## config.mk

```make
export PLATFORM = sky130hd
export DESIGN_NAME = multi_or_reduce_flat
export DESIGN_NICKNAME = d
export VERILOG_FILES = /design/src/rtl/multi_or_reduce_if.sv /design/src/rtl/multi_or_reduce.sv /design/src/flat_wrapper.sv
export SDC_FILE = /design/constraint.sdc
export NUM_CORES = 1
export LEC_CHECK = 0
export CAP_MARGIN = 10
export CORE_MARGIN = 2
export CORE_UTILIZATION = 30
export CTS_CLUSTER_DIAMETER = 30
export CTS_CLUSTER_SIZE = 25
export DETAILED_ROUTE_END_ITERATION = 8
export GPL_TIMING_DRIVEN = 0
export PLACE_DENSITY = 0.69
export SLEW_MARGIN = 40
export SYNTH_ARGS = -nofsm -noshare
export SYNTH_HDL_FRONTEND = slang
export SYNTH_SLANG_ARGS = --single-unit
```

## constraint.sdc

```tcl
create_clock -name clk -period 1.9 [get_ports clk]
set_input_delay 0.19 -clock clk [delete_from_list [all_inputs] [get_ports clk]]
set_output_delay 0.19 -clock clk [all_outputs]
set_load 0.03 [all_outputs]
```

## src/rtl/multi_or_reduce_if.sv

```systemverilog
// Request/result bundle for multi_or_reduce: sampled vector, mask and mode in,
// one-bit reduction result and sticky accumulator out.
interface multi_or_reduce_if #(
    parameter int unsigned N_IN = 16
);
    logic            in_valid;
    logic [N_IN-1:0] in_data;
    logic [N_IN-1:0] in_mask;
    logic [1:0]      mode;
    logic            acc_en;
    logic            acc_clr;
    logic            out_valid;
    logic            out;
    logic            acc_out;

    modport master (
        output in_valid, in_data, in_mask, mode, acc_en, acc_clr,
        input  out_valid, out, acc_out
    );

    modport slave (
        input  in_valid, in_data, in_mask, mode, acc_en, acc_clr,
        output out_valid, out, acc_out
    );
endinterface

```

## src/rtl/multi_or_reduce.sv

```systemverilog
// Masked OR/AND/XOR/NOR reduction of an N_IN-bit vector through a 4-ary tree,
// optionally registered per level, with a sticky OR accumulator on the result.
module multi_or_reduce #(
    parameter int unsigned N_IN = 16,
    parameter int unsigned PIPE = 1
) (
    input logic            clk,
    input logic            rst,
    multi_or_reduce_if.slave bus
);
    typedef enum logic [1:0] {
        MODE_OR  = 2'b00,
        MODE_AND = 2'b01,
        MODE_XOR = 2'b10,
        MODE_NOR = 2'b11
    } mode_e;

    function automatic int unsigned calc_levels(input int unsigned n);
        int unsigned lvl;
        int unsigned span;
        lvl  = 1;
        span = 4;
        while (span < n) begin
            span = span * 4;
            lvl++;
        end
        return lvl;
    endfunction

    localparam int unsigned LEVELS = calc_levels(N_IN);
    localparam int unsigned LAST   = LEVELS - 1;

    // NOR runs as an OR tree; inversion happens only at the output register.
    function automatic logic red_group(input logic [3:0] d, input mode_e m);
        case (m)
            MODE_AND: return &d;
            MODE_XOR: return ^d;
            default:  return |d;
        endcase
    endfunction

    // Stage k holds the 4^(LEVELS-k) inputs of tree level k; the input is
    // padded up to a full power of four with the mode's identity element.
    for (genvar k = 0; k < LEVELS; k++) begin : g_stage
        localparam int unsigned W = 1 << (2 * (LEVELS - k));
        logic [W-1:0] data;
        mode_e        md;
        logic         vld;

        if (k == 0) begin : g_in
            always_comb begin
                md   = mode_e'(bus.mode);
                vld  = bus.in_valid;
                data = {W{md == MODE_AND}};
                for (int unsigned i = 0; i < N_IN; i++) begin
                    if (bus.in_mask[i]) data[i] = bus.in_data[i];
                end
            end
        end else if (PIPE != 0) begin : g_reg
            always_ff @(posedge clk) begin
                if (rst) begin
                    data <= '0;
                    md   <= MODE_OR;
                    vld  <= 1'b0;
                end else begin
                    for (int unsigned g = 0; g < W; g++) begin
                        data[g] <= red_group(g_stage[k-1].data[4*g +: 4], g_stage[k-1].md);
                    end
                    md  <= g_stage[k-1].md;
                    vld <= g_stage[k-1].vld;
                end
            end
        end else begin : g_comb
            always_comb begin
                data = '0;
                for (int unsigned g = 0; g < W; g++) begin
                    data[g] = red_group(g_stage[k-1].data[4*g +: 4], g_stage[k-1].md);
                end
                md  = g_stage[k-1].md;
                vld = g_stage[k-1].vld;
            end
        end
    end

    // Accumulator acts on the result already visible on out/out_valid.
    always_ff @(posedge clk) begin
        if (rst) begin
            bus.out_valid <= 1'b0;
            bus.out       <= 1'b0;
            bus.acc_out   <= 1'b0;
        end else begin
            bus.out_valid <= g_stage[LAST].vld;
            if (g_stage[LAST].vld) begin
                bus.out <= red_group(g_stage[LAST].data, g_stage[LAST].md)
                           ^ (g_stage[LAST].md == MODE_NOR);
            end
            if (bus.acc_clr && bus.out_valid && bus.acc_en) begin
                bus.acc_out <= bus.out;
            end else if (bus.acc_clr) begin
                bus.acc_out <= 1'b0;
            end else if (bus.out_valid && bus.acc_en) begin
                bus.acc_out <= bus.acc_out | bus.out;
            end
        end
    end
endmodule

```

## src/flat_wrapper.sv

```systemverilog
// flat-port wrapper written by rule: the top's interface ports become plain ports
module multi_or_reduce_flat 
#(
    parameter int unsigned N_IN = 16,
    parameter int unsigned PIPE = 1
)
  (clk, rst, bus_in_valid, bus_in_data, bus_in_mask, bus_mode, bus_acc_en, bus_acc_clr, bus_out_valid, bus_out, bus_acc_out);
  multi_or_reduce_if #(.N_IN(N_IN)) bus_i ();
  input logic clk;
  input logic rst;
  input wire logic [$bits(bus_i.in_valid)-1:0] bus_in_valid;
  input wire logic [$bits(bus_i.in_data)-1:0] bus_in_data;
  input wire logic [$bits(bus_i.in_mask)-1:0] bus_in_mask;
  input wire logic [$bits(bus_i.mode)-1:0] bus_mode;
  input wire logic [$bits(bus_i.acc_en)-1:0] bus_acc_en;
  input wire logic [$bits(bus_i.acc_clr)-1:0] bus_acc_clr;
  output wire logic [$bits(bus_i.out_valid)-1:0] bus_out_valid;
  output wire logic [$bits(bus_i.out)-1:0] bus_out;
  output wire logic [$bits(bus_i.acc_out)-1:0] bus_acc_out;
  assign bus_i.in_valid = bus_in_valid;
  assign bus_i.in_data = bus_in_data;
  assign bus_i.in_mask = bus_in_mask;
  assign bus_i.mode = bus_mode;
  assign bus_i.acc_en = bus_acc_en;
  assign bus_i.acc_clr = bus_acc_clr;
  assign bus_out_valid = bus_i.out_valid;
  assign bus_out = bus_i.out;
  assign bus_acc_out = bus_i.acc_out;
  multi_or_reduce #(.N_IN(N_IN), .PIPE(PIPE)) u_core (.clk(clk), .rst(rst), .bus(bus_i));
endmodule
```

# Word level (Yosys, flattened, before mapping)
# Cells that the tools add are included.
dict set report word_totals {
  regBits 10
  in_bits 39
  out_inout_bits 3
  word_cells 58
}
dict set report op_classes {
  n_eq_ne 5
  mux 26
  bitwise_logic 2
  reduce_logical 19
}
# cell n
set op_table {}
lappend op_table {{$mux W1} 21}
lappend op_table {{$reduce_and A4 Y1} 5}
lappend op_table {{$reduce_or A4 Y1} 5}
lappend op_table {{$reduce_xor A4 Y1} 5}
lappend op_table {{$pmux W1 S2} 5}
lappend op_table {{$eq A2 B2 Y1 const B} 3}
lappend op_table {{$eq A2 B1 Y1 const B} 2}
lappend op_table {{$logic_and A1 B1 Y1} 3}
lappend op_table {{$reduce_bool A3 Y1} 1}
lappend op_table {{$or A1 B1 Y1} 1}
lappend op_table {{$xor A1 B1 Y1} 1}

# Logic depth before layout (Yosys ltp)
# Gate-level depths: netlist of run 1.
dict set report depth {
  ltp_word 5
  ltp_mapped 8
}

# Worst setup path before layout of run 1
# Ideal clock, no wire load.
dict set report synth_timing {
  kind {input port to flip-flop}
  start {in bus_mode[1]}
  end {reg u_core.g_stage[1].data[2]}
  arrival_ps 1535
  required_time_ps 1766
  setup_slack_ps 231
  path_stages 8
  path_buffers 1
  path_cell_list {inv_1 -> ha_1 -> buf_2 -> mux2_2 -> ha_1 -> xor2_1 -> a211oi_1 -> a311oi_1}
}
dict set report synth_via {
  elab_chain_len 4
  word_cells_on_any_way 10
}
# item line
set synth_lines {}
lappend synth_lines {{start, declared} flat_wrapper.sv:14} ;# input wire logic [$bits(bus_i.mode)-1:0] bus_mode;
lappend synth_lines {{$eq A2 B1 Y1} {multi_or_reduce.sv:35, multi_or_reduce.sv:54}}
lappend synth_lines {{$mux W1} multi_or_reduce.sv:56} ;# if (bus.in_mask[i]) data[i] = bus.in_data[i];
lappend synth_lines {{$reduce_or A4 Y1 (tied with other cells)} multi_or_reduce.sv:38} ;# default: return |d;
lappend synth_lines {{$pmux W1 S2 *} multi_or_reduce.sv:35} ;# case (m)
lappend synth_lines {{end signal, assigned by index} multi_or_reduce.sv:67} ;# data[g] <= red_group(g_stage[k-1].data[4*g +: 4], g_stage[k-1].md);
lappend synth_lines {{end, declared} multi_or_reduce.sv:46} ;# logic [W-1:0] data;
# Mark *: on every way between the ends. The rest lies on a longest branch, timed or not.
# A chain may end at the register's enable or synchronous reset.

# Final worst setup path of run 1
dict set report layout_timing {
  start {in bus_mode[1]}
  end {reg u_core.g_stage[1].data[1]}
}
# The elaborated chain is that of the path after synthesis.

==> results.sh, run 1 <==
export IMPL_fin_crit_ns=1.72
export IMPL_cts_buffers=3
export IMPL_dr_first_iter_drc_count=21
export IMPL_fin_skew_ns=0.00543
export IMPL_p_leak_nw=0.735
export IMPL_syn_area_mm2=0.00105
export IMPL_seq_area_frac_synth=0.190
export IMPL_fp_dieW_um=63.2
export IMPL_cts_max_level=1
export IMPL_synth_top_cell_area_share=0.298
export IMPL_cp_cell_sequence="dlygate4sd2_1 -> inv_1 -> ha_2 -> buf_4 -> mux2_2 -> ha_4 -> xor2_1 -> a211oi_1 -> a311oi_1"
export IMPL_globalRouteMet3Util=0.0143
export IMPL_clockRootBuffer="clkbuf_4"
export IMPL_drc=0
export IMPL_slowest_delay_ns=0.30
export IMPL_grt_max_degree=11
export IMPL_status="finished clean"
export IMPL_ios=42
export IMPL_crit_buf_inv=3
export IMPL_final_max_slew_viol_count=0
export IMPL_synth_distinct_cells=22
export IMPL_syn2layout_area_growth_pct=55.1
export IMPL_track_usage=0.112
export IMPL_syn_inst=112
export IMPL_worstPathArrival_ns=1.88
export IMPL_dr_pass1_iters=4
export IMPL_drive_above_1_share=0.186
export IMPL_slew_headroom=0.696
export IMPL_grt_pass1_wl_um=3680
export IMPL_path_clk_slew_ns=0.06
export IMPL_syn_avg_cell_area_um2=9.38
export IMPL_place_congestion=0.722
export IMPL_met2_usage=0.219
export IMPL_io_buffer_count=41
export IMPL_finalSetupTns_ns=0
export IMPL_cts_buffer_depth=2
export IMPL_hold_depth=3
export IMPL_hold_path_class="primary input to flop"
export IMPL_num_vias=900
export IMPL_pre_cts_slack_ns=-0.413
export IMPL_final_common_cell="clkdlybuf4s50_1"
export IMPL_layout_common_cells="39 x clkdlybuf4s50_1, 24 x inv_1, 19 x ha_1, 13 x mux2_2, 10 x dfxtp_1"
export IMPL_hold_viol=0
export IMPL_synth_seq_cells=10
export IMPL_switching_power_w=0.000195
export IMPL_p_total_w=0.000669
export IMPL_rows=21
export IMPL_die_area_mm2=0.00399
export IMPL_rr_worst_depth=5
export IMPL_maxCapViolCount=0
export IMPL_fin_cells=202
export IMPL_fin_ws_ns=0.185
export IMPL_p_int_w=0.000474
export IMPL_p_seq_frac=0.351
export IMPL_worst_pin_slew_ns=0.456
export IMPL_critPathRequiredTime_ns=2.07
export IMPL_period_share=0.903
export IMPL_p_per_area_mw_per_mm2=410
export IMPL_p_clk_frac=0.201
export IMPL_grt_overflow_total=0
export IMPL_dieHeight_um=63.2
export IMPL_critPathMaxFanout=10
export IMPL_grt_setup_unrepaired="false"
export IMPL_fmax_mhz=583
export IMPL_cts_tree="done"
export IMPL_grt_pass1_vias=945
export IMPL_dp_cells=199
export IMPL_critPathKind="primary input to flop"
export IMPL_start_kind="primary input"
export IMPL_final_antenna_net_count=0
export IMPL_routedWlPerCell_um=10.6
export IMPL_ir_drop_mv=0.164
export IMPL_routed_wl_um=2140
export IMPL_dpl_hpwl_um=1860
export IMPL_antenna_found_initial=0
export IMPL_yosys_top_cells_area="ha_1 30%, dfxtp_1 19%, mux2_2 17%, inv_1 8.6%, xor2_1 4.2%"
export IMPL_antennaDiodeCount=0
export IMPL_top_usage_layer="met2"
export IMPL_fp_coreArea_mm2=0.00336
export IMPL_crit_path_end_kind="flop"
export IMPL_crit_family="adder cells"
export IMPL_cp_num_cells=9
export IMPL_viasPerCell=4.46
export IMPL_cp_slowest_cell="mux2_2"
export IMPL_setup_viol=0
export IMPL_syn_num_nets=176
export IMPL_grtUsageMet1=0.118
export IMPL_clkSinkCount=10
export IMPL_netSwitchingFraction=0.291
export IMPL_initial_core_util=0.312
export IMPL_synth_top_cell_by_area="ha_1"
export IMPL_ys_warn_count=0
export IMPL_fin_nets=222
export IMPL_clk_latency_ns=0.25
export IMPL_cts_hold_buf=0
export IMPL_p_comb_frac=0.448
-- cell type report --
class,instances,area (µm²)
plain buffers,4,26.3
clock buffers,3,22.5
fillers,344,1730
inverters,24,90.1
multi-input cells,74,822
flip-flops and latches,10,200
well taps,46,57.6
repair buffers,41,412
-- state kept, by name (all words and copies together) (netlist names) --
name,count
u_core.g_stage.md,2
u_core.g_stage.data,4
u_core.bus.acc_out,1
u_core.bus.out,1
u_core.g_stage.vld,1
u_core.bus.out_valid,1
-- repair_timing --
| item | 4_1_cts | 5_1_grt |
|---|---|---|
| resized for setup | 11 | 3 |
| hold endpoints to repair | 0 | 0 |
| pin swaps | 6 | 3 |
| buffers inserted | 0 | 0 |
| endpoints found under the setup margin | 4 | 4 |
-- final timing paths --
| kind | end | slack, ns | startpoint |
|---|---|---|---|
| max | u_core.g_stage[1].data[1] | 0.18 | bus_mode[1] |
| min | u_core.g_stage[1].md[0] | 0.24 | bus_mode[0] |
| max reg2reg | u_core.bus.out | 0.47 | u_core.g_stage[1].md[0] |
| min reg2reg | u_core.bus.acc_out | 0.48 | u_core.bus.acc_out |
-- power by group through the flow --
stage | combinational [W] | sequential (W) | clock, W
floorplan | 0.000151 | 0.000243 | 0
global placement | 0.000262 | 0.000239 | 0
detailed placement | 0.000276 | 0.000240 | 0
CTS | 0.000298 | 0.000235 | 0.000143
global route | 0.000335 | 0.000237 | 0.000162
finish | 0.000299 | 0.000235 | 0.000135
-- cell families (layout without fill, tap and decap cells) --
kind of cell,Yosys count,in the layout,synth area share
AOI/OAI and AO/OA,13,13,0.100
buffers and inverters,28,72,0.105
xor gates and xnor gates,5,5,0.0417
muxes,16,16,0.171
and+or+nand+nor,15,15,0.0940
DFF,10,10,0.190
adders and majority gates,25,25,0.298
-- per-layer routing --
metal,up-vias,part of all wire
met3,2,0.064
met4,0,0.0089
met2,30,0.54
met1,402,0.39
met5,-,0
li1,466,-
-- per-stage QoR --
stage / hold slack, ns / area, µm² / util
global placement: 0.458 / 1520 / 0.452
finish: 0.238 / 1630 / 0.485
CTS: 0.339 / 1610 / 0.479
floorplan: 0.318 / 1050 / -
global route: 0.256 / 1630 / 0.485
detailed placement: 0.466 / 1520 / 0.452
-- synthesized netlist by cell type --
| library cell | n |
|---|---|
| ha_1 | 25 |
| dfxtp_1 | 10 |
| xor2_1 | 5 |
| nand2b_1 | 2 |
| and3_1 | 4 |
| or3b_1 | 1 |
| a21boi_0 | 1 |
| nand3b_1 | 1 |
| a2111o_1 | 1 |
| buf_2 | 1 |
| clkbuf_1 | 2 |
| a211oi_1 | 5 |
| mux2_2 | 16 |
| inv_1 | 24 |
| nor2_1 | 2 |
| nand3_1 | 1 |
| buf_4 | 1 |
| o221ai_1 | 1 |
| nor2b_1 | 3 |
| a311oi_1 | 4 |
| and4b_4 | 1 |
| a21oi_1 | 1 |
-- worst min-delay path, delay by kind of cell --
kind | cells | cell delay, ns
buffers and inverters | 2 | 0.22
AND/OR/NAND/NOR | 1 | 0.04
Note: power is estimated with default switching activity, not from simulation.
==> inputs of run 2 (changes only) <==
--- a/config.mk
+++ b/config.mk
@@ -6,13 +6,15 @@
 export NUM_CORES = 1
 export LEC_CHECK = 0
 export CAP_MARGIN = 10
+export CELL_PAD_IN_SITES_DETAIL_PLACEMENT = 0
+export CELL_PAD_IN_SITES_GLOBAL_PLACEMENT = 2
 export CORE_MARGIN = 2
-export CORE_UTILIZATION = 30
+export CORE_UTILIZATION = 25
 export CTS_CLUSTER_DIAMETER = 30
 export CTS_CLUSTER_SIZE = 25
 export DETAILED_ROUTE_END_ITERATION = 8
 export GPL_TIMING_DRIVEN = 0
-export PLACE_DENSITY = 0.69
+export PLACE_DENSITY = 0.9
 export SLEW_MARGIN = 40
 export SYNTH_ARGS = -nofsm -noshare
 export SYNTH_HDL_FRONTEND = slang
==> run 2 against run 1 <==
  * Register-to-register slack about the same
  * Wire length is 8.6% higher
  * Setup slack worse by 0.12 ns
  * Critical path depth did not move
  * Sequential share of layout area grew 0.085 points
  * Core utilization decreased by 8.3 points
  * First-iteration DRC count is 48% lower
  * Via count up 3.1%
  * Die area is 19% higher
  * Cell count is 2.5% higher
  * Critical path type unchanged
  * Largest cell class unchanged
==> results.sh, run 2 (same netlist as run 1, synthesis figures left out) <==
export IMPL_routed_wl_um=2320
export IMPL_largest_register_ff_count=4
export IMPL_critPathKind="primary input to flop"
export IMPL_syn2layout_area_growth_pct=54.0
export IMPL_crit_path_end_kind="flop"
export IMPL_dpl_hpwl_um=1980
export IMPL_die_area_mm2=0.00474
export IMPL_cts_tree="done"
export IMPL_drive_above_1_share=0.178
export IMPL_p_per_area_mw_per_mm2=489
export IMPL_ios=42
export IMPL_top_regs="u_core.g_stage.data: 4 flops, u_core.g_stage.md: 2 flops"
export IMPL_track_usage=0.103
export IMPL_clockRootBuffer="clkbuf_8"
export IMPL_dr_pass1_iters=4
export IMPL_final_antenna_net_count=0
export IMPL_period_share=0.966
export IMPL_fin_nets=222
export IMPL_final_common_cell="clkdlybuf4s50_1"
export IMPL_critPathMaxFanout=10
export IMPL_path_clk_slew_ns=0.05
export IMPL_n_fill_cell=415
export IMPL_cts_buffer_depth=2
export IMPL_routedWlPerCell_um=11.2
export IMPL_grt_max_degree=11
export IMPL_worst_pin_slew_ns=0.465
export IMPL_antenna_found_initial=0
export IMPL_antennaDiodeCount=0
export IMPL_grt_overflow_total=0
export IMPL_fp_dieW_um=68.8
export IMPL_drc=0
export IMPL_hold_viol=0
export IMPL_maxCapViolCount=0
export IMPL_hold_path_class="primary input to flop"
export IMPL_dr_first_iter_drc_count=11
export IMPL_p_leak_nw=0.732
export IMPL_slew_headroom=0.690
export IMPL_status="finished clean"
export IMPL_largest_register="u_core.g_stage.data"
export IMPL_fp_coreArea_mm2=0.00403
export IMPL_layout_common_cells="39 x clkdlybuf4s50_1, 24 x inv_1, 22 x ha_1, 16 x mux2_2, 10 x dfxtp_1"
export IMPL_cts_buffers=3
export IMPL_initial_core_util=0.261
export IMPL_fin_crit_ns=1.83
export IMPL_fin_skew_ns=0.00750
export IMPL_final_max_slew_viol_count=0
export IMPL_grt_pass1_wl_um=3570
export IMPL_dieHeight_um=68.8
export IMPL_fmax_mhz=545
export IMPL_critPathRequiredTime_ns=2.04
export IMPL_clkSinkCount=10
export IMPL_cts_hold_buf=0
export IMPL_setup_viol=0
export IMPL_place_congestion=0.697
export IMPL_num_vias=928
export IMPL_viasPerCell=4.48
export IMPL_cts_max_level=1
export IMPL_ir_drop_mv=0.199
export IMPL_finalSetupTns_ns=0
export IMPL_worstPathArrival_ns=1.97
export IMPL_grt_setup_unrepaired="false"
export IMPL_grt_pass1_vias=921
export IMPL_clk_latency_ns=0.24
export IMPL_start_kind="primary input"
export IMPL_rows=23
export IMPL_utilization=0.402
export IMPL_io_buffer_count=41
run 2: changes by cell type in the layout (fill, tap and decap cells not counted), sizes merged:
cell / before / now
dlygate4sd2: 1 / 2
dlymetal6s2s: 1 / 0
clkbuf: 5 / 6
run 2: worst max-delay path, cell delays in order:
cell           delay [ns]
dlygate4sd2_1        0.26
inv_1                0.08
ha_2                 0.18
buf_4                0.16
mux2_2               0.31
ha_4                 0.28
xor2_2               0.14
a211oi_2             0.08
a311oi_1             0.29
run 2: per-stage QoR:
| stage | total power, W | std cells | hold slack (ns) | area (µm²) | setup slack (ns) |
|---|---|---|---|---|---|
| final | 0.000792 | 207 | 0.396 | 1620 | 0.0653 |
| after CTS | 0.000790 | 207 | 0.389 | 1580 | 0.0801 |
| after global routing | 0.000851 | 207 | 0.392 | 1620 | 0.00591 |
| after global placement | 0.000504 | 203 | 0.459 | 1520 | -0.416 |
| after floorplan | 0.000394 | 112 | 0.318 | 1050 | 0.231 |
| after detailed placement | 0.000517 | 203 | 0.474 | 1520 | -0.477 |
run 2: final cells by class:
cell class | count | area, µm² | area share
multi-input cells | 74 | 781 | 0.482
repair buffers | 41 | 408 | 0.252
flip-flops and latches | 10 | 200 | 0.124
inverters | 24 | 90.1 | 0.0556
well taps | 50 | 62.6 | 0.0386
clock buffers | 4 | 55.1 | 0.0340
plain buffers | 4 | 22.5 | 0.0139
run 2: what timing repair did:
| action | 4_1_cts | 5_1_grt |
|---|---|---|
| pin swaps | 1 | 2 |
| setup buffers | 0 | 0 |
| gates resized for setup | 4 | 4 |
| endpoints found under the setup margin | 4 | 1 |
run 2: worst paths after layout:
path,start,endpoint,slack [ns],cells after the start
min reg2reg,u_core.bus.acc_out,u_core.bus.acc_out,0.47,2
max reg2reg,u_core.g_stage[1].data[0],u_core.bus.out,0.48,5
min,bus_mode[0],u_core.g_stage[1].md[0],0.40,3
max,bus_mode[1],u_core.g_stage[1].data[3],0.07,9
run 2: power by group:
group	switching (W)	leakage, nW	internal (W)
sequential	0.0000100	0.0828	0.000226
clock	0.0000841	0.0288	0.000182
combinational	0.000121	0.621	0.000169
run 2: metal layers:
layer	GRT usage	wire (µm)	vias to the layer above	part of all wire
met3	0.0162	138	2	0.059
met5	0	0	-	0
met2	0.209	1290	24	0.56
li1	-	-	467	-
met1	0.0968	877	435	0.38
met4	0.0515	16	0	0.0069
==> inputs of run 3 (changes only) <==
--- a/config.mk
+++ b/config.mk
@@ -5,16 +5,19 @@
 export SDC_FILE = /design/constraint.sdc
 export NUM_CORES = 1
 export LEC_CHECK = 0
+export ABC_AREA = 0
 export CAP_MARGIN = 10
 export CELL_PAD_IN_SITES_DETAIL_PLACEMENT = 0
 export CELL_PAD_IN_SITES_GLOBAL_PLACEMENT = 2
 export CORE_MARGIN = 2
-export CORE_UTILIZATION = 25
+export CORE_UTILIZATION = 26
+export CTS_BUF_LIST = sky130_fd_sc_hd__clkbuf_8
 export CTS_CLUSTER_DIAMETER = 30
 export CTS_CLUSTER_SIZE = 25
 export DETAILED_ROUTE_END_ITERATION = 8
 export GPL_TIMING_DRIVEN = 0
-export PLACE_DENSITY = 0.9
+export MAX_ROUTING_LAYER = met4
+export PLACE_DENSITY = 0.93
 export SLEW_MARGIN = 40
 export SYNTH_ARGS = -nofsm -noshare
 export SYNTH_HDL_FRONTEND = slang
==> run 3 against run 2 <==
  * Sequential share of layout area increased by 0.12 points
  * Clock skew is essentially flat
  * Core utilization rose by 0.50 points
  * Setup slack improved by 0.059 ns
  * Largest cell class unchanged
==> results.sh, run 3 (same netlist as run 1, synthesis figures left out) <==
export IMPL_fin_crit_ns=1.78
export IMPL_largest_register="u_core.g_stage.data"
export IMPL_final_max_slew_viol_count=0
export IMPL_grt_overflow_total=0
export IMPL_ir_drop_mv=0.204
export IMPL_clk_latency_ns=0.24
export IMPL_clockRootBuffer="clkbuf_8"
export IMPL_track_usage=0.107
export IMPL_final_common_cell="clkdlybuf4s50_1"
export IMPL_routed_wl_um=2230
export IMPL_num_vias=909
export IMPL_grt_setup_unrepaired="false"
export IMPL_final_cell_area_mm2=0.00160
export IMPL_fp_coreArea_mm2=0.00394
export IMPL_p_per_area_mw_per_mm2=487
export IMPL_top_regs="u_core.g_stage.data: 4 flops, u_core.g_stage.md: 2 flops"
export IMPL_viasPerCell=4.39
export IMPL_cts_buffers=3
export IMPL_fmax_mhz=563
export IMPL_critPathMaxFanout=10
export IMPL_grt_pass1_vias=869
export IMPL_fin_ws_ns=0.125
export IMPL_rows=23
export IMPL_syn2layout_area_growth_pct=52.6
export IMPL_hold_viol=0
export IMPL_drive_above_1_share=0.166
export IMPL_place_congestion=0.712
export IMPL_dr_first_iter_drc_count=16
export IMPL_cts_buffer_depth=2
export IMPL_dpl_hpwl_um=1870
export IMPL_status="finished clean"
export IMPL_start_kind="primary input"
export IMPL_path_clk_slew_ns=0.05
export IMPL_maxCapViolCount=0
export IMPL_multi_input_area_um2=761
export IMPL_fp_dieW_um=67.6
export IMPL_cts_setup_buffers=0
export IMPL_pre_cts_slack_ns=-0.466
export IMPL_seq_area_um2=200
export IMPL_final_antenna_net_count=0
export IMPL_period_share=0.934
export IMPL_utilization=0.407
export IMPL_drc=0
export IMPL_p_leak_nw=0.732
export IMPL_cts_tree="done"
export IMPL_dieHeight_um=67.6
export IMPL_grt_pass1_wl_um=3530
export IMPL_dr_pass1_iters=4
export IMPL_io_buffer_count=41
export IMPL_fin_nets=222
export IMPL_worst_pin_slew_ns=0.471
export IMPL_post_dp_cell_area_mm2=0.00152
export IMPL_antenna_found_initial=0
export IMPL_critPathRequiredTime_ns=1.99
export IMPL_largest_register_ff_count=4
export IMPL_critPathKind="primary input to flop"
export IMPL_cp_slowest_cell="ha_1"
export IMPL_ios=42
export IMPL_setup_viol=0
export IMPL_initial_core_util=0.267
export IMPL_grt_max_degree=11
export IMPL_n_fill_cell=377
export IMPL_routedWlPerCell_um=10.7
export IMPL_slew_headroom=0.686
export IMPL_layout_common_cells="39 x clkdlybuf4s50_1, 24 x inv_1, 23 x ha_1, 16 x mux2_2, 10 x dfxtp_1"
export IMPL_slowest_delay_ns=0.30
export IMPL_antennaDiodeCount=0
export IMPL_cts_max_level=1
export IMPL_clkSinkCount=10
export IMPL_fin_skew_ns=0.00712
export IMPL_crit_path_end_kind="flop"
export IMPL_hold_path_class="primary input to flop"
export IMPL_die_area_mm2=0.00457
export IMPL_cp_cell_sequence="dlygate4sd2_1 -> ha_2 -> buf_4 -> mux2_2 -> ha_1 -> xor2_1 -> a211oi_1 -> a311oi_1"
export IMPL_worstPathArrival_ns=1.87
==> run 3: cell count changes in the layout (fill, tap and decap cells not counted) <==
cell,before,now
buf_4,2,1
xor2_1,4,5
buf_6,0,1
clkdlybuf4s15_1,0,1
ha_4,2,1
xor2_2,1,0
dlygate4sd2_1,2,1
ha_1,22,23
==> run 3: area by class of cell <==
cell class                      count  area share
Buffer                              4      0.0164
Clock buffer                        4      0.0343
Inverter                           24      0.0562
Multi-Input combinational cell     74       0.474
Sequential cell                    10       0.125
Tap cell                           50      0.0390
Timing Repair Buffer               41       0.255
==> run 3: path summary, 6_finish.rpt <==
kind	depth (start not counted)	end	from	slack, ns
worst max register to register	5	u_core.bus.out	u_core.g_stage[1].data[0]	0.50
worst min-delay path	3	u_core.g_stage[1].md[1]	bus_mode[1]	0.34
worst min register to register	2	u_core.bus.acc_out	u_core.bus.out_valid	0.48
worst max-delay path	8	u_core.g_stage[1].data[0]	bus_mode[0]	0.12
==> run 3: timing repair <==
action                     4_1_cts  5_1_grt
gates resized for setup          3        5
hold buffers                     0        0
pin swaps                        4        3
setup endpoints to repair        4        4
==> run 3: metal layers <==
metal,share of wire,up-vias,track usage,routed length (µm)
met5,0,-,-,0
met4,0.011,0,0.0459,25
met3,0.063,4,0.0250,140
met2,0.54,23,0.202,1200
met1,0.38,416,0.101,855
li1,-,466,-,-
==> run 3: stage by stage <==
step,std cells,hold WS [ns],total power [W],TNS [ns]
floorplan,112,0.318,0.000394,0
global placement,203,0.458,0.000503,-1.59
detailed placement,203,0.487,0.000514,-1.79
CTS,207,0.383,0.000782,0
global route,207,0.370,0.000832,0
finish,207,0.340,0.000781,0
==> run 3: power breakdown <==
group | switching, W | internal (W) | leakage [nW] | total (W)
combinational | 0.000114 | 0.000163 | 0.620 | 0.000278
sequential | 0.00000994 | 0.000226 | 0.0828 | 0.000236
clock | 0.0000850 | 0.000182 | 0.0288 | 0.000267
total | 0.000209 | 0.000572 | 0.732 | 0.000781
==> run 3: critical path, delay by kind of cell <==
| family | cells | cell delay, ns |
|---|---|---|
| mux | 1 | 0.28 |
| xor+xnor | 1 | 0.16 |
| buf+inv | 2 | 0.43 |
| compound gates | 2 | 0.29 |
| fa+ha+maj | 2 | 0.50 |
==> edit: new RTL, settings of run 2 <==
Make the reset (`rst`) asynchronous in 2 clocked blocks.
--- a/src/rtl/multi_or_reduce.sv
+++ b/src/rtl/multi_or_reduce.sv
@@ -57,7 +57,7 @@
                 end
             end
         end else if (PIPE != 0) begin : g_reg
-            always_ff @(posedge clk) begin
+            always_ff @(posedge clk or posedge rst) begin
                 if (rst) begin
                     data <= '0;
                     md   <= MODE_OR;
@@ -83,7 +83,7 @@
     end
 
     // Accumulator acts on the result already visible on out/out_valid.
-    always_ff @(posedge clk) begin
+    always_ff @(posedge clk or posedge rst) begin
         if (rst) begin
             bus.out_valid <= 1'b0;
             bus.out       <= 1'b0;
Behaviour: differs if rst is asserted again (counterexample within 4 cycles, from zero or initial values and one cycle with rst high); with rst held inactive, the same outputs for 10 cycles.
==> edit against run 2 <==
Total power grew 4.2%. Synthesized area shrank 0.48%. Sequential share of layout area grew 3.0 points. Cell area grew 0.77%. Wire length shrank 4.6%. Count of clock-buffer cells in the layout shrank 1. Setup slack gained 7.5 ps. Register-to-register slack lost 210 ps. Sequential cell count is the same. Sequential power grew 9.3%. Largest cell class unchanged.
==> edit: results (changes against run 2) <==
logic_synthesis:
  yosys-top-cells-count: "25 x ha_1, 25 x inv_1, 16 x mux2_2, 10 x dfrtp_1, 5 x xor2_1"
  synth_flop_cell: "dfrtp_1"
  synth.avg_cell_area_sq_um: 9.962  # +6.2%
  async_flop_share_pct: 100.0  # +100 points
  synth_top_area_share_pct: 29.90  # +0.14 points
  ys_top_cells_by_area: "ha_1 30%, dfrtp_1 24%, mux2_2 17%"
  synth-compound-area-share_pct: 8.134  # -1.9 points
  syn_nets: 169  # -4.0%
  synthMuxAreaShare_pct: 18.66  # +1.5 points
  yosysSeqAreaShare_pct: 23.92  # +4.9 points
power_and_ir_drop:
  finalPower_mw: 0.8256  # +4.2%
  power_frac_comb_pct: 43.9  # +7.3 points
  pwr-share-clk_pct: 24.8  # -8.8 points
  internal_power_mw: 0.5841  # +1.2%
  ir_worst_vdd_v: 0.0002264  # +14%
global_routing:
  grt.total_usage_pct: 9.728  # -0.55 points
  grt_pass1_vias: 880  # -4.5%
place:
  dpl_cell_area_sq_um: 1519  # -0.33%
  dp_hpwl_um: 1923  # -3.0%
route:
  vias_per_cell: 4.286  # -4.4%
sta:
  maxSlewHeadroom_pct: 76.06  # +7.0 points
  fin_crit_sh_pct: 96.17  # -0.40 points
  hold_slack_ps: 239.5  # -156.5 ps
setup_path:
  critical_path.top_delay_family: "adder cells"
  reg2reg_slack_ps: 270  # -210 ps
  crit_slowest_cell: "ha_1"
finish:
  final_cell_count_no_fill: 199  # -3.9%
  nets: 215  # -3.2%
min_path:
  min_path_type: "input port to async pin"
run_status:
  run_status: "finished, final reports clean"
## edit: cell types whose count changed in the layout (fill, tap and decap cells not counted), moves of 3 or more
cell | run 2 | this run
ha_4 | 2 | 5
dfrtp_1 | 0 | 10
dfxtp_1 | 10 | 0
a31oi_1 | 0 | 4
a32o_1 | 0 | 4
a311oi_1 | 4 | 0
ha_1 | 22 | 19
a211oi_1 | 4 | 0
and3_1 | 4 | 0
## edit: path summary, 6_finish.rpt
check / from / endpoint / cells past startpoint
setup / recovery: bus_mode[0] / u_core.g_stage[1].data[2] / 9
hold / removal: rst / u_core.g_stage[1].data[1] / 2
setup reg to reg: u_core.g_stage[1].md[0] / u_core.bus.out / 6
hold reg to reg: u_core.g_stage[1].vld / u_core.bus.out_valid / 0
max in group asynchronous: rst / u_core.g_stage[1].data[0] / 2
min in group clk: bus_mode[1] / u_core.g_stage[1].md[1] / 1
## edit: what timing repair did
item,4_1_cts,5_1_grt
gates cloned,0,0
setup endpoints to repair,4,4
gates resized for setup,6,9
buffers inserted,0,0
pin swaps,0,1
## edit: kinds of logic (layout without fill, tap and decap cells)
kind of cell,after synthesis,count (layout)
buffers and inverters,29,73
adders and majority gates,25,25
muxes,17,17
AOI/OAI and AO/OA,10,10
DFF,10,10
and+or+nand+nor,8,8
xor gates and xnor gates,6,6
## edit: routing by layer
metal / routed length [um] / track usage, % / vias to the layer above
met3: 115 / 1.948 / 4
met2: 1224 / 20.67 / 20
met4: 13 / 2.250 / 0
met5: 0 / 0 / -
met1: 863 / 9.190 / 397
li1: - / - / 432
## edit: layout make-up
class / instances / area, sq um
fillers: 390 / 2369
multi-input cells: 66 / 750.7
repair buffers: 41 / 409.1
flip-flops and latches: 10 / 250.2
inverters: 26 / 97.59
well taps: 50 / 62.56
clock buffers: 3 / 41.29
plain buffers: 3 / 20.02
